--- src/rtl/spi_pkg.sv ---
// rtl/spi_pkg.sv - shared SPI mode constants and master state encoding
package spi_pkg;

    typedef enum logic {
        ST_IDLE  = 1'b0,
        ST_SHIFT = 1'b1
    } spi_state_t;

    // Mode 0: sck idles low, data sampled on the rising sck transition.
    localparam logic       SPI_CPOL      = 1'b0;
    localparam int         SPI_BITS      = 8;
    localparam logic [3:0] SPI_LAST_HALF = 4'(2 * SPI_BITS - 1);

endpackage

--- src/rtl/spi_clkgen.sv ---
// rtl/spi_clkgen.sv - SCK half-period divider with rise/fall strobes
module spi_clkgen
    import spi_pkg::*;
#(
    parameter int HALF_DIV = 2
) (
    input  logic clk,
    input  logic resetq,
    input  logic en,
    output logic sck,
    output logic rise,
    output logic fall
);

    localparam int             CW      = $clog2(HALF_DIV + 1);
    localparam logic [CW-1:0]  HC_LAST = CW'(HALF_DIV - 1);

    logic [CW-1:0] hcnt;
    logic          half_end;

    assign half_end = en && (hcnt == HC_LAST);
    // Strobes mark the edge on which sck is about to change, so the master
    // acts on the same edge the pin moves.
    assign rise     = half_end && (sck == SPI_CPOL);
    assign fall     = half_end && (sck != SPI_CPOL);

    always_ff @(posedge clk or negedge resetq) begin
        if (!resetq) begin
            hcnt <= '0;
            sck  <= SPI_CPOL;
        end else if (!en) begin
            hcnt <= '0;
            sck  <= SPI_CPOL;
        end else if (half_end) begin
            hcnt <= '0;
            sck  <= ~sck;
        end else begin
            hcnt <= hcnt + CW'(1);
        end
    end

endmodule

--- src/rtl/spi_flash_master.sv ---
// rtl/spi_flash_master.sv - mode-0 SPI byte master for a serial flash port
module spi_flash_master
    import spi_pkg::*;
#(
    parameter int HALF_DIV = 2
) (
    input  logic                clk,
    input  logic                resetq,
    input  logic                wr,
    input  logic [SPI_BITS-1:0] tx_data,
    input  logic                cs_wr,
    input  logic                cs_level,
    output logic [SPI_BITS-1:0] rx_data,
    output logic                busy,
    output logic                done,
    output logic                sck,
    output logic                mosi,
    input  logic                miso,
    output logic                cs_n
);

    spi_state_t          state_q;
    spi_state_t          state_d;
    logic [SPI_BITS-1:0] tx_sh;
    logic [SPI_BITS-1:0] rx_sh;
    logic [SPI_BITS-1:0] rx_data_q;
    logic [3:0]          bcnt;
    logic                done_q;
    logic                cs_n_q;
    logic                rise;
    logic                fall;
    logic                last_fall;

    spi_clkgen #(
        .HALF_DIV (HALF_DIV)
    ) u_clkgen (
        .clk    (clk),
        .resetq (resetq),
        .en     (state_q == ST_SHIFT),
        .sck    (sck),
        .rise   (rise),
        .fall   (fall)
    );

    assign last_fall = fall && (bcnt == SPI_LAST_HALF);

    always_comb begin
        state_d = state_q;
        case (state_q)
            ST_IDLE:  if (wr)        state_d = ST_SHIFT;
            ST_SHIFT: if (last_fall) state_d = ST_IDLE;
            default:                 state_d = ST_IDLE;
        endcase
    end

    always_ff @(posedge clk or negedge resetq) begin
        if (!resetq) begin
            state_q <= ST_IDLE;
        end else begin
            state_q <= state_d;
        end
    end

    always_ff @(posedge clk or negedge resetq) begin
        if (!resetq) begin
            tx_sh     <= '0;
            rx_sh     <= '0;
            rx_data_q <= '0;
            bcnt      <= '0;
            done_q    <= 1'b0;
            cs_n_q    <= 1'b1;
        end else begin
            done_q <= 1'b0;
            if (state_q == ST_IDLE) begin
                if (cs_wr) begin
                    cs_n_q <= cs_level;
                end
                if (wr) begin
                    tx_sh <= tx_data;
                    bcnt  <= '0;
                end
            end else begin
                if (rise || fall) begin
                    bcnt <= bcnt + 4'd1;
                end
                if (rise) begin
                    rx_sh <= {rx_sh[SPI_BITS-2:0], miso};
                end
                // The final falling transition ends the byte instead of
                // advancing mosi, so the last bit stays on the pin.
                if (last_fall) begin
                    rx_data_q <= rx_sh;
                    done_q    <= 1'b1;
                end else if (fall) begin
                    tx_sh <= {tx_sh[SPI_BITS-2:0], 1'b0};
                end
            end
        end
    end

    assign mosi    = tx_sh[SPI_BITS-1];
    assign busy    = (state_q == ST_SHIFT);
    assign done    = done_q;
    assign cs_n    = cs_n_q;
    assign rx_data = rx_data_q;

endmodule

--- config.mk ---
export PLATFORM = sky130hd
export DESIGN_NAME = spi_flash_master
export DESIGN_NICKNAME = d
export VERILOG_FILES = /design/src/rtl/spi_pkg.sv /design/src/rtl/spi_clkgen.sv /design/src/rtl/spi_flash_master.sv
export SDC_FILE = /design/constraint.sdc
export NUM_CORES = 1
export LEC_CHECK = 0
export BUFFER_PORTS_ARGS = -buffer_cell sky130_fd_sc_hd__clkbuf_2
export CAP_MARGIN = 10
export CORE_AREA = 2 2 56 58
export CTS_CLUSTER_DIAMETER = 50
export CTS_CLUSTER_SIZE = 30
export DETAILED_ROUTE_END_ITERATION = 6
export DIE_AREA = 0 0 58 60
export PLACE_DENSITY_LB_ADDON = 0.12
export SYNTH_ARGS = -nofsm -noshare
export SYNTH_HDL_FRONTEND = slang
export SYNTH_SLANG_ARGS = --single-unit
--- constraint.sdc ---
create_clock -name clk -period 1.8 [get_ports clk]
set_input_delay 0.36 -clock clk [delete_from_list [all_inputs] [get_ports clk]]
set_output_delay 0.36 -clock clk [all_outputs]
set_load 0.03 [all_outputs]
; ---- After elaboration in Yosys (flattened, before gate mapping)
; Cells that the tools add are included.
[word_totals]
regBits = 34
latch_bits = 0
mem_bits_rw = 0
rom_bits = 0
in_bits = 14
output_inout_bits = 13
elab_cells = 46
mem_count = 0
[op_classes]
add_sub_neg = 2
n_mul = 0
div = 0
n_lt_le_gt_ge = 0
eq_ne = 6
n_shift = 0
n_mux = 16
bitwise = 2
reduce_logical = 11
[ops]
columns = cell, n
row1 = $mux 8, 4
row2 = $mux 4, 3
row3 = $reduce_and 2->1, 4
row4 = $mux 1, 6
row5 = $ne 2x1->1 const B, 3
row6 = $add 4x1->4 const B, 1
row7 = $eq 4x4->1 const B, 1
row8 = $logic_and 1x1->1, 4
row9 = $mux 2, 2
row10 = $reduce_and 3->1, 1
row11 = $add 2x1->2 const B, 1
row12 = $eq 2x1->1 const B, 1
row13 = $ne 2x2->1 const B, 1
row14 = $not 1->1, 2
row15 = $pmux 1 s2, 1
row16 = $reduce_bool 2->1, 1
row17 = $logic_or 1x1->1, 1

; ---- Depth between registers and ports, before layout
; Gate-level depths: netlist of the first run.
[depth]
ltp_word = 6
mapped_depth = 5
mapped_depth_nobuf = 4

; ---- Hierarchy
; From an unflattened synthesis of the first run, not the netlist that was laid out.
[unflattened]
hier_cells = 100
hier_area_um2 = 1480.2
[modules_own_cells]
columns = mod, instances, cells_each, area_per_inst_um2, seq_area_each_um2
row1 = spi_flash_master, 1, 89, 1355.0, 777.0
row2 = spi_clkgen, 1, 11, 125.1, 75.1

; ---- Least setup slack after synthesis of the first run
; No wires, ideal clock.
[synth_path]
path_type = reg-to-reg
startpoint = register u_clkgen.sck
endpoint = register tx_sh[1]
setup_time_ps = 125
arrival_ps = 1475
t_required_ps = 1675
setup_slack_ps = 201
stages_incl_launch_ff = 4
path_buffers = 0
period_less_slack_ps = 1599
cell_sequence = dfrtp_1 > nand4b_1 > o21ai_2 > mux2_2
[synth_via]
elab_chain_cells = 4
elab_cells_between_ends = 5
classes_between = 2 x eq/ne / 3 x reduce/logical
[synth_rtl]
columns = item, line_no
row1 = from (decl), spi_clkgen.sv:10  ; output logic sck,
row2 = from (signal assigned), spi_clkgen.sv:36  ; sck <= ~sck;
row3 = $logic_and 1x1->1 (*), spi_clkgen.sv:25  ; assign fall = half_end && (sck != SPI_CPOL);
row4 = $logic_and 1x1->1, spi_flash_master.sv:45  ; assign last_fall = fall && (bcnt == SPI_LAST_HALF);
row5 = $ne 2x2->1 (no line), n/a
row6 = $reduce_and 3->1 (no line) (*), n/a
row7 = to (signal assigned), spi_flash_master.sv:79  ; tx_sh <= tx_data;
row8 = to (signal assigned), spi_flash_master.sv:95  ; tx_sh <= {tx_sh[SPI_BITS-2:0], 1'b0};
row9 = to (decl), spi_flash_master.sv:24  ; logic [SPI_BITS-1:0] tx_sh;
; Mark *: on every way between the ends. The rest lies on a longest branch, timed or not.
; A chain may end at the register's enable or synchronous reset.

; ---- Worst setup path after layout of the first run
[layout_path]
startpoint = register bcnt[0]
endpoint = register tx_sh[1]
[layout_via]
elab_chain_cells = 4
[layout_rtl]
columns = item, line_no
row1 = from (decl), spi_flash_master.sv:27  ; logic [3:0] bcnt;
row2 = from (signal assigned), spi_flash_master.sv:84  ; bcnt <= bcnt + 4'd1;
row3 = $eq 4x4->1, spi_flash_master.sv:45
row4 = $logic_and 1x1->1, spi_flash_master.sv:45
row5 = $ne 2x2->1 (no line), n/a
row6 = $reduce_and 3->1 (no line), n/a
; Every way passes these cells.

==> impl_metrics.ini, run 1 <==
[worst_setup_path]
cp-start-kind = register
arrival_ns = 1.86
cp_max_fo = 7
reg2reg_depth = 4
worst-setup-path-type = register to register
endpoint_kind = register
critPathRequiredTime_ns = 2.03

[yosys]
yosysSeqAreaShare = 0.579
yosysTopAreaCell = dfrtp_1
yosys_warnings = 0
ys_top_cells_by_area = dfrtp_1 56%, mux2_2 24%, dfstp_2 1.8%
syn_area_um2 = 1470
yosysTopAreaCellShare = 0.561
syn_avg_cell_area_um2 = 14.6
synthCells = 101
ys_ff_latch = 34
synthesis.nets = 116
yosys.cell_types.count = 27

[global_routing]
antenna_found_initial = 0
grt_start_max_net_pins = 35
grt_pass1_vias = 875
grt_usage = 0.157
grt_first_pass_wirelength_um = 3910
grt-ovfl-total = 0

[floorplan]
core-area_um2 = 2900
num_rows = 20
start_util = 0.507
fp.dieH_um = 60
die_width_um = 58
die_area_um2 = 3480
ioPinCount = 27

[clock_tree]
postCtsSetupRepairBufs = 0
cts_buffers = 5
cts.sinks = 34
root_buffer = clkbuf_4
postCtsResizedCells = 0
path_clk_slew_ns = 0.11
cts_tree = yes
htree_levels = 2
clk-insertion-delay-late_ns = 0.35
cts_buffer_depth = 2
holdBufCountCts = 0

[final_layout]
layout_common_cells = 33 x dfrtp_1, 32 x mux2_2, 26 x clkbuf_2
area_growth_pct = 19.8
drive_above_1_share = 0.548
seq_area_um2 = 852
final_core_util = 0.608
finalNetCount = 149
multi_input_area_um2 = 584
nFillCells = 240
final_common_cell = dfrtp_1
n_antenna_cell = 0
finalInstanceArea_um2 = 1760

[detailed_routing]
drt_iter0_markers = 16
routed_wl_um = 2230
viasPerCell = 5.31
postRouteAntennaNets = 0
firstDrtPassIters = 4
drc = 0
num_vias = 892
wire_per_inst_um = 13.3

[sta]
hold_viol = 0
max_freq_mhz = 613
finalMaxSlewViolations = 0
worst_pin_slew_ns = 0.409
slew_headroom = 0.727
rsz0062_at_grt = false
fin_tns_setup_ns = 0
clock_skew_ns = 0.0118
finalWorstSetupSlack_ns = 0.170
min_period_over_period = 0.906
setup_viol = 0
min_period_ns = 1.63

[run]
drv_cap = 0

[power]
power_per_cell_area_nw_per_um2 = 1760
irDropWorstVdd_mv = 1.11
power.leakage_nw = 0.873

[placed_design]
gp_congestion = 0.777
io_buffers = 26
pre_cts_ws_ns = 0.170
hpwl_um = 1550
postPlaceCellArea_um2 = 1660

[hold_path]
hold_path_class = primary input to asynchronous set/reset pin

[status]
status = complete, no violations
## report_power, final
part           internal, mW  switching [mW]  total (mW)
sequential             1.07           0.200        1.27
clock                 0.434           0.268       0.702
combinational         0.600           0.531        1.13
## worst paths after layout
kind / from / endpoint / slack, ns
setup / recovery: bcnt[0] / tx_sh[1] / 0.17
min in group clk: miso / rx_sh[0] / 0.24
setup reg to reg: bcnt[0] / tx_sh[1] / 0.17
hold / removal: resetq / rx_sh[6] / 0.02
max in group asynchronous: resetq / cs_n / 1.45
hold reg to reg: u_clkgen.hcnt[0] / u_clkgen.hcnt[0] / 0.50
## synthesized netlist by cell type (all sizes together)
cell and number:
or4b 1, o311ai 1, o211ai 2, nand3 1, buf 4, nor2b 3, and2 2, xnor2 3
o21ai 2, nand3b 1, a22o 1, nand4b 1, mux2 32, dfstp 1, ha 1, inv 2
nor2 2, nand2b 2, dfrtp 33, a21o 2, nor3b 3, and3 1
## area by class of cell
cell class / count / area share
multi-input combinational: 61 / 0.331
clock buffer: 5 / 0.0213
timing repair buffer: 30 / 0.0979
sequential: 34 / 0.483
inverter: 2 / 0.00426
clock inverter: 3 / 0.0390
tap: 33 / 0.0234
## sequential cells by signal, indices dropped and copies added (netlist names)
| signal | cells |
|---|---|
| rx_data | 8 |
| rx_sh | 8 |
| tx_sh | 8 |
| bcnt | 4 |
| u_clkgen.hcnt | 2 |
| busy | 1 |
| cs_n | 1 |
| done | 1 |
| u_clkgen.sck | 1 |
## cell families after synthesis
| kind of cell | share of synthesized area |
|---|---|
| flip-flops | 0.579 |
| multiplexers | 0.245 |
| AND/OR/NAND/NOR | 0.0841 |
| AO/OA/AOI/OAI | 0.0416 |
| buffers and inverters | 0.0246 |
| XOR/XNOR | 0.0178 |
| adder cells (fa/ha/maj) | 0.00849 |
## through the flow
stage	hold slack (ns)	total power, mW	instances
6_report	0.0233	3.11	168
5_1_grt	0.0377	3.33	168
4_1_cts	0.0235	3.16	168
3_5_place_dp	0.416	2.45	160
3_3_place_gp	0.411	2.41	160
2_1_floorplan	0.0644	2.18	101
## metal layers
layer | part of all wire | track usage
met1 | 0.44 | 0.180
met2 | 0.48 | 0.248
met3 | 0.062 | 0.0649
met5 | 0 | 0
met4 | 0.025 | 0.0897
## critical path: stages (launching register included)
cell     delay [ns]
dfrtp_1        0.43
ha_1           0.22
and3_1         0.17
o21ai_2        0.32
mux2_2         0.38
Power figures use the tool's default switching activity.
==> run 2, diff against run 1 <==
--- a/config.mk
+++ b/config.mk
@@ -7,11 +7,12 @@
 export LEC_CHECK = 0
 export BUFFER_PORTS_ARGS = -buffer_cell sky130_fd_sc_hd__clkbuf_2
 export CAP_MARGIN = 10
-export CORE_AREA = 2 2 56 58
+export CORE_AREA = 2 2 58 60
+export CTS_BUF_LIST = sky130_fd_sc_hd__clkbuf_4 sky130_fd_sc_hd__clkbuf_8
 export CTS_CLUSTER_DIAMETER = 50
 export CTS_CLUSTER_SIZE = 30
 export DETAILED_ROUTE_END_ITERATION = 6
-export DIE_AREA = 0 0 58 60
+export DIE_AREA = 0 0 60 62
 export PLACE_DENSITY_LB_ADDON = 0.12
 export SYNTH_ARGS = -nofsm -noshare
 export SYNTH_HDL_FRONTEND = slang
==> impl_metrics.ini, run 2 (same netlist as run 1, synthesis figures left out) <==
[worst_setup_path]
reg2reg_depth = 4
worst-setup-path-type = register to register
cp-start-kind = register
cp_max_fo = 7
r2r-end = tx_sh[5]
slowest_stage = dfrtp_1
r2r_slack_ns = 0.18
crit_chain = ha_1 > and3_1 > o21ai_2 > mux2_2
critical-path-max-stage-delay_ns = 0.43
r2r_start = bcnt[0]
arrival_ns = 1.85
critPathRequiredTime_ns = 2.03
endpoint_kind = register

[power]
clock_power_share = 0.196
p_sw_mw = 1.01
irDropWorstVdd_mv = 0.894
power.leakage_nw = 0.869
p_int_mw = 2.03
switching_share = 0.332
p_comb_frac = 0.380
power_per_cell_area_nw_per_um2 = 1720
seq_power_share = 0.424

[clock_tree]
cts_buffer_depth = 2
cts.sinks = 34
htree_levels = 2
cts_buffers = 5
clk-insertion-delay-late_ns = 0.34
postCtsSetupRepairBufs = 0
cts_tree = yes
holdBufCountCts = 0
postCtsResizedCells = 0
path_clk_slew_ns = 0.10
root_buffer = clkbuf_4

[sta]
min_period_over_period = 0.898
holdWs_ns = 0.0314
slew_headroom = 0.721
fin_tns_setup_ns = 0
setup_viol = 0
rsz0062_at_grt = false
max_freq_mhz = 618
min_period_ns = 1.62
hold_viol = 0
worst_pin_slew_ns = 0.419
clock_skew_ns = 0.00893
finalMaxSlewViolations = 0

[floorplan]
num_rows = 21
die_width_um = 60
ioPinCount = 27
core-area_um2 = 3180
fp.dieH_um = 62
start_util = 0.463
die_area_um2 = 3720

[final_layout]
final_common_cell = dfrtp_1
n_antenna_cell = 0
final_core_util = 0.555
layout_common_cells = 33 x dfrtp_1, 32 x mux2_2, 26 x clkbuf_2
finalNetCount = 151
area_growth_pct = 19.9
drive_above_1_share = 0.555

[detailed_routing]
wire_per_inst_um = 13.1
num_vias = 893
firstDrtPassIters = 2
postRouteAntennaNets = 0
viasPerCell = 4.88
drc = 0
routed_wl_um = 2400
drt_iter0_markers = 6

[global_routing]
antenna_found_initial = 0
grt_start_max_net_pins = 35
grt_usage = 0.155
grt_pass1_vias = 896
grt_first_pass_wirelength_um = 4060
grt-ovfl-total = 0

[placed_design]
hpwl_um = 1690
io_buffers = 26
gp_congestion = 0.775

[status]
status = complete, no violations

[hold_path]
hold_path_class = primary input to asynchronous set/reset pin

[run]
drv_cap = 0
-- run 2: cell count changes in the layout (fill, tap and decap cells not counted), sizes merged --
cell | previous run | this run
bufinv | 2 | 1
buf | 4 | 6
clkbuf | 31 | 33
clkinv | 1 | 0
-- run 2: layout make-up --
| class | instances | area [µm²] |
|---|---|---|
| fillers | 285 | 1410 |
| flip-flops and latches | 34 | 852 |
| multi-input cells | 61 | 584 |
| clock inverters | 1 | 30.0 |
| repair buffers | 32 | 175 |
| inverters | 2 | 7.51 |
| clock buffers | 7 | 58.8 |
| well taps | 46 | 57.6 |
-- run 2: critical path: cells and delay by family (launching register included) --
| kind | cells | cell delay [ns] |
|---|---|---|
| AO/OA/AOI/OAI | 1 | 0.31 |
| multiplexers | 1 | 0.38 |
| flip-flops | 1 | 0.43 |
| adder cells (fa/ha/maj) | 1 | 0.22 |
| AND/OR/NAND/NOR | 1 | 0.17 |
-- run 2: power groups by stage --
stage               logic (mW)  clock network [mW]  registers (mW)
floorplan                0.738                   0            1.44
global placement          1.15                   0            1.28
detailed placement        1.18                   0            1.31
CTS                       1.18               0.623            1.29
global route              1.28               0.651            1.34
finish                    1.15               0.598            1.29
-- run 2: worst max-delay path by stage --
stage	start	slack, ns	end
after global placement	bcnt[0]	0.20	tx_sh[7]
final	bcnt[0]	0.18	tx_sh[5]
after CTS	bcnt[0]	0.16	tx_sh[5]
after floorplan	u_clkgen.sck	0.20	tx_sh[1]
after detailed placement	bcnt[0]	0.17	tx_sh[5]
after global routing	bcnt[0]	0.07	tx_sh[5]
-- run 2: metrics by stage --
stage	power [mW]	area [µm²]	instances	setup slack, ns
5_1_grt	3.27	1770	183	0.0672
3_5_place_dp	2.48	1680	175	0.171
2_1_floorplan	2.18	1470	101	0.201
3_3_place_gp	2.43	1680	175	0.203
4_1_cts	3.09	1770	183	0.161
6_report	3.04	1770	183	0.183
-- run 2: per-layer routing --
metal | GRT usage | vias up | wire length, µm
li1 | - | 427 | -
met1 | 0.178 | 440 | 1060
met2 | 0.252 | 19 | 1170
met3 | 0.0642 | 7 | 124
met4 | 0.0762 | 0 | 48
met5 | 0 | - | 0
